--- src/rtl/time_counter.sv ---
// Time-of-day counter: prescaled 1 s tick, h:m:s counters with carries, binary and BCD views.
// Latency: counters update one edge after the sampled input; BCD is combinational from the registers.
module time_counter #(
    parameter int TICKS_PER_SEC = 32768,
    parameter int PRE_W         = 15
) (
    input  logic       clk,
    input  logic       reset,
    input  logic       secs,
    input  logic       mins,
    input  logic       hours,
    output logic [5:0] sec_cnt,
    output logic [5:0] min_cnt,
    output logic [4:0] hour_cnt,
    output logic [7:0] sec_bcd,
    output logic [7:0] min_bcd,
    output logic [7:0] hour_bcd,
    output logic       sec_tick,
    output logic       day_tick
);

    localparam logic [PRE_W-1:0] PRE_MAX = PRE_W'(TICKS_PER_SEC - 1);

    logic [PRE_W-1:0] pre_q, pre_d;
    logic [5:0]       sec_q, sec_d;
    logic [5:0]       min_q, min_d;
    logic [4:0]       hour_q, hour_d;
    logic             sec_tick_q, sec_tick_d;
    logic             day_tick_q, day_tick_d;

    logic sec_top, min_top, hour_top;

    // ">=" rather than "==" so any out-of-range value still wraps to 0.
    assign sec_top  = (sec_q  >= 6'd59);
    assign min_top  = (min_q  >= 6'd59);
    assign hour_top = (hour_q >= 5'd23);

    always_comb begin
        pre_d      = '0;
        sec_d      = '0;
        min_d      = min_q;
        hour_d     = hour_q;
        sec_tick_d = 1'b0;
        day_tick_d = 1'b0;
        if (secs) begin
            if (pre_q >= PRE_MAX) begin
                sec_tick_d = 1'b1;
                if (sec_top) begin
                    if (min_top) begin
                        min_d = '0;
                        if (hour_top) begin
                            hour_d     = '0;
                            day_tick_d = 1'b1;
                        end else begin
                            hour_d = hour_q + 5'd1;
                        end
                    end else begin
                        min_d = min_q + 6'd1;
                    end
                end else begin
                    sec_d = sec_q + 6'd1;
                end
            end else begin
                pre_d = pre_q + PRE_W'(1);
                sec_d = sec_q;
            end
        end else begin
            // Set mode: independent increments, no carry between fields.
            if (mins) begin
                min_d = min_top ? 6'd0 : min_q + 6'd1;
            end
            if (hours) begin
                hour_d = hour_top ? 5'd0 : hour_q + 5'd1;
            end
        end
    end

    always_ff @(posedge clk) begin
        if (reset) begin
            pre_q      <= '0;
            sec_q      <= '0;
            min_q      <= '0;
            hour_q     <= '0;
            sec_tick_q <= 1'b0;
            day_tick_q <= 1'b0;
        end else begin
            pre_q      <= pre_d;
            sec_q      <= sec_d;
            min_q      <= min_d;
            hour_q     <= hour_d;
            sec_tick_q <= sec_tick_d;
            day_tick_q <= day_tick_d;
        end
    end

    // Tens found by a fixed compare/subtract ladder; inputs never exceed 59.
    function automatic logic [7:0] to_bcd(input logic [5:0] v);
        logic [3:0] tens;
        logic [5:0] rem;
        tens = 4'd0;
        rem  = v;
        if (rem >= 6'd50) begin
            tens = 4'd5;
            rem  = rem - 6'd50;
        end else if (rem >= 6'd40) begin
            tens = 4'd4;
            rem  = rem - 6'd40;
        end else if (rem >= 6'd30) begin
            tens = 4'd3;
            rem  = rem - 6'd30;
        end else if (rem >= 6'd20) begin
            tens = 4'd2;
            rem  = rem - 6'd20;
        end else if (rem >= 6'd10) begin
            tens = 4'd1;
            rem  = rem - 6'd10;
        end
        return {tens, 4'(rem)};
    endfunction

    assign sec_cnt  = sec_q;
    assign min_cnt  = min_q;
    assign hour_cnt = hour_q;
    assign sec_bcd  = to_bcd(sec_q);
    assign min_bcd  = to_bcd(min_q);
    assign hour_bcd = to_bcd({1'b0, hour_q});
    assign sec_tick = sec_tick_q;
    assign day_tick = day_tick_q;

endmodule
--- config.mk ---
export PLATFORM = sky130hd
export DESIGN_NAME = time_counter
export DESIGN_NICKNAME = d
export VERILOG_FILES = /design/src/rtl/time_counter.sv
export SDC_FILE = /design/constraint.sdc
export NUM_CORES = 1
export LEC_CHECK = 0
export CAP_MARGIN = 20
export CORE_MARGIN = 2
export CORE_UTILIZATION = 45
export CTS_BUF_LIST = sky130_fd_sc_hd__clkbuf_16
export DETAILED_ROUTE_END_ITERATION = 8
export PLACE_DENSITY = 0.7
export RECOVER_POWER = 50
export SYNTH_ARGS = -nofsm -noshare
export SYNTH_HDL_FRONTEND = slang
export SYNTH_SLANG_ARGS = --single-unit
--- constraint.sdc ---
create_clock -name clk -period 2.4 [get_ports clk]
set_input_delay 0.24 -clock clk [delete_from_list [all_inputs] [get_ports clk]]
set_output_delay 0.24 -clock clk [all_outputs]
set_load 0.03 [all_outputs]
==> results.ini <==
[run_status]
status = finished, violations left
violations = setup timing

[finish]
utilization = 0.642
fillers = 487
diodes = 0
finalNetCount = 450
area_delta_synth_final_pct = 39.6
drive_gt1_frac = 0.245
multiInputGateArea_sq_um = 2040
area.sequential_sq_um = 708
final_area_sq_um = 3760
finalNonFillerCells = 491

[cts]
cts_sinks = 34
htree_levels = 2
clk_root_buffer_cell = clkbuf_16
cts_buffer_depth = 2
clk_pin_slew_ps = 50
postCtsHoldBufs = 0
clock_latency_ps = 280
cts_tree = yes
numCtsBuffers = 5

[floorplanning]
io_pins = 48
dieArea_sq_um = 6620
rows = 28
core_area_sq_um = 5850
fp.dieW_um = 81.4
die_height_um = 81.4
start_util = 0.460

[critical_path]
worstSetupEndpointType = output port
crit_required_ps = 2160
cp_max_fo = 5
worstPathArrival_ps = 2180
path_class = register to output port
cp-start-kind = register

[job]
drv_cap = 0

[timing]
holdWs_ps = 490
maxSlewHeadroom = 0.638
hold_violations = 0
finalMaxSlewViolations = 0
fmax_mhz = 414
worst_pin_slew_ps = 542
min_period_ps = 2420
skew_ps = 5.04
fin_setup_tns_ps = -16.9
setup_ws_ps = -16.9
setup_viol = 1
period_share = 1.01

[power_and_ir_drop]
powerDensity_nw_per_um2 = 358
vdd_drop_max_mv = 0.374
power_leakage_nw = 1.55
power_mw = 1.35

[placement]
gp_congestion = 0.866
placed_area_sq_um = 3330
post-dp-hpwl_mm = 4.65
place_ws_ps = 41.2
dp_cells = 466
port_buffers = 43

[yosys]
synth_ff_type = dfxtp_1
synth_edf_count = 0
synthArstFlopShare = 0
syn_area_per_cell_sq_um = 7.74
ys_types = 53
synthTopCellsByArea = dfxtp_1, ha_1, a21oi_1
ys_seq_area_frac = 0.253
yosysTopAreaCellShare = 0.253
yosysTopAreaCell = dfxtp_1
ys.warnings.count = 0
postSynthCellCount = 348
synth_area_sq_um = 2690
postSynthRegisterBits = 34

[global_route]
grt.met1_usage = 0.270
busiest_layer = met2
antenna_found_initial = 0
grt_util_met3 = 0.0367
global_route.usage.total = 0.205
met2_usage = 0.345
grt_pass1_wl_mm = 10.8
grt_pass1_vias = 2424
gr-total-overflow = 0
grt_max_degree = 16

[drt]
vias = 2771
vias_per_cell = 5.64
drc = 0
drt_wl_total_mm = 7.16
ant_nets = 0
drt_iter0_drc = 196
post_drt_wl_per_cell_um = 14.6
first_pass_iters = 4

[worst_hold_path]
min_path_type = register to register

-- cell type report --
cell class / instances / area share
clock buffers: 6 / 0.0399
multi-input cells: 276 / 0.543
inverters: 18 / 0.0186
repair buffers: 81 / 0.184
clock inverters: 1 / 0.000999
well taps: 75 / 0.0250
flip-flops and latches: 34 / 0.188
-- routing by layer --
layer	wire length [um]	share of wire
met1	3280	0.46
met3	368	0.051
met5	0	0
met2	3430	0.48
met4	90	0.013
-- flip-flops by register name, indices dropped and copies added (netlist names) --
register,cells
min_cnt,6
sec_tick,1
day_tick,1
hour_cnt,5
sec_cnt,6
pre_q,15
-- report_power, final --
group / internal (mW) / total, mW / switching (mW) / leakage (nW)
combinational: 0.0381 / 0.107 / 0.0689 / 1.19
clock: 0.438 / 0.666 / 0.228 / 0.0755
sequential: 0.567 / 0.574 / 0.00797 / 0.282
total: 1.04 / 1.35 / 0.305 / 1.55
-- final timing paths --
kind	startpoint	end	slack [ps]	cells after the start
worst min register to register	pre_q[0]	pre_q[0]	490	1
worst max-delay path	min_cnt[2]	min_bcd[3]	-20	9
worst min-delay path	pre_q[0]	pre_q[0]	490	1
worst max register to register	pre_q[7]	sec_cnt[3]	170	5
-- what timing repair did --
| action | in CTS | in global routing |
|---|---|---|
| cloned | 0 | 0 |
| pin swaps | 5 | 9 |
| setup buffers | 2 | 16 |
| resized for setup | 18 | 26 |
| endpoints found under the setup margin | 8 | 10 |
-- cells in the mapped netlist (all sizes together) (4+ instances only) --
cell type	number
nor2	35
dfxtp	34
nand2	30
ha	29
a21oi	27
o21ai	24
nand3	19
inv	18
buf	12
clkbuf	11
xnor2	9
xor2	7
nand3b	6
o211ai	6
a31oi	5
nand4	5
o2111ai	5
a211oi	4
nor2b	4
o21a	4
o31ai	4
-- cell usage in the layout (no fill, tap or decap), types with 4 or more instances in the layout --
| cell type | n |
|---|---|
| nand2_1 | 29 |
| inv_2 | 4 |
| nand3_1 | 19 |
| ha_1 | 23 |
| nand3b_1 | 6 |
| dfxtp_2 | 7 |
| o21ai_0 | 20 |
| dfxtp_4 | 5 |
| clkbuf_16 | 6 |
| dfxtp_1 | 22 |
| a21oi_1 | 24 |
| o2111ai_1 | 5 |
| a31oi_1 | 5 |
| conb_1 | 4 |
| xor2_1 | 7 |
| buf_4 | 45 |
| nor2_1 | 35 |
| nand4_1 | 4 |
| xnor2_1 | 6 |
| inv_1 | 13 |
| o211ai_1 | 6 |
| dlygate4sd3_1 | 20 |
| ha_4 | 4 |
| clkdlybuf4s50_1 | 8 |
| nor2b_1 | 4 |
| o21a_1 | 4 |
-- cell families (layout without fill, tap and decap cells) --
group | count (synthesis) | after routing | share of synthesized area
adder cells (fa/ha/maj) | 29 | 29 | 0.135
buffers and inverters | 41 | 106 | 0.0702
flip-flops | 34 | 34 | 0.253
AND/OR/NAND/NOR | 123 | 123 | 0.235
AO/OA/AOI/OAI | 104 | 104 | 0.254
other | 1 | 4 | 0.00139
XOR/XNOR | 16 | 16 | 0.0520
-- critical path: stages (launching register included) --
cell and delay [ps]:
dfxtp_4 390, inv_4 50, ha_4 170, a2111oi_4 390, buf_4 170, buf_4 90, o21ai_0 80, a31oi_1 240
o22ai_1 130, buf_4 190
Note: power is estimated with default switching activity, not from simulation.
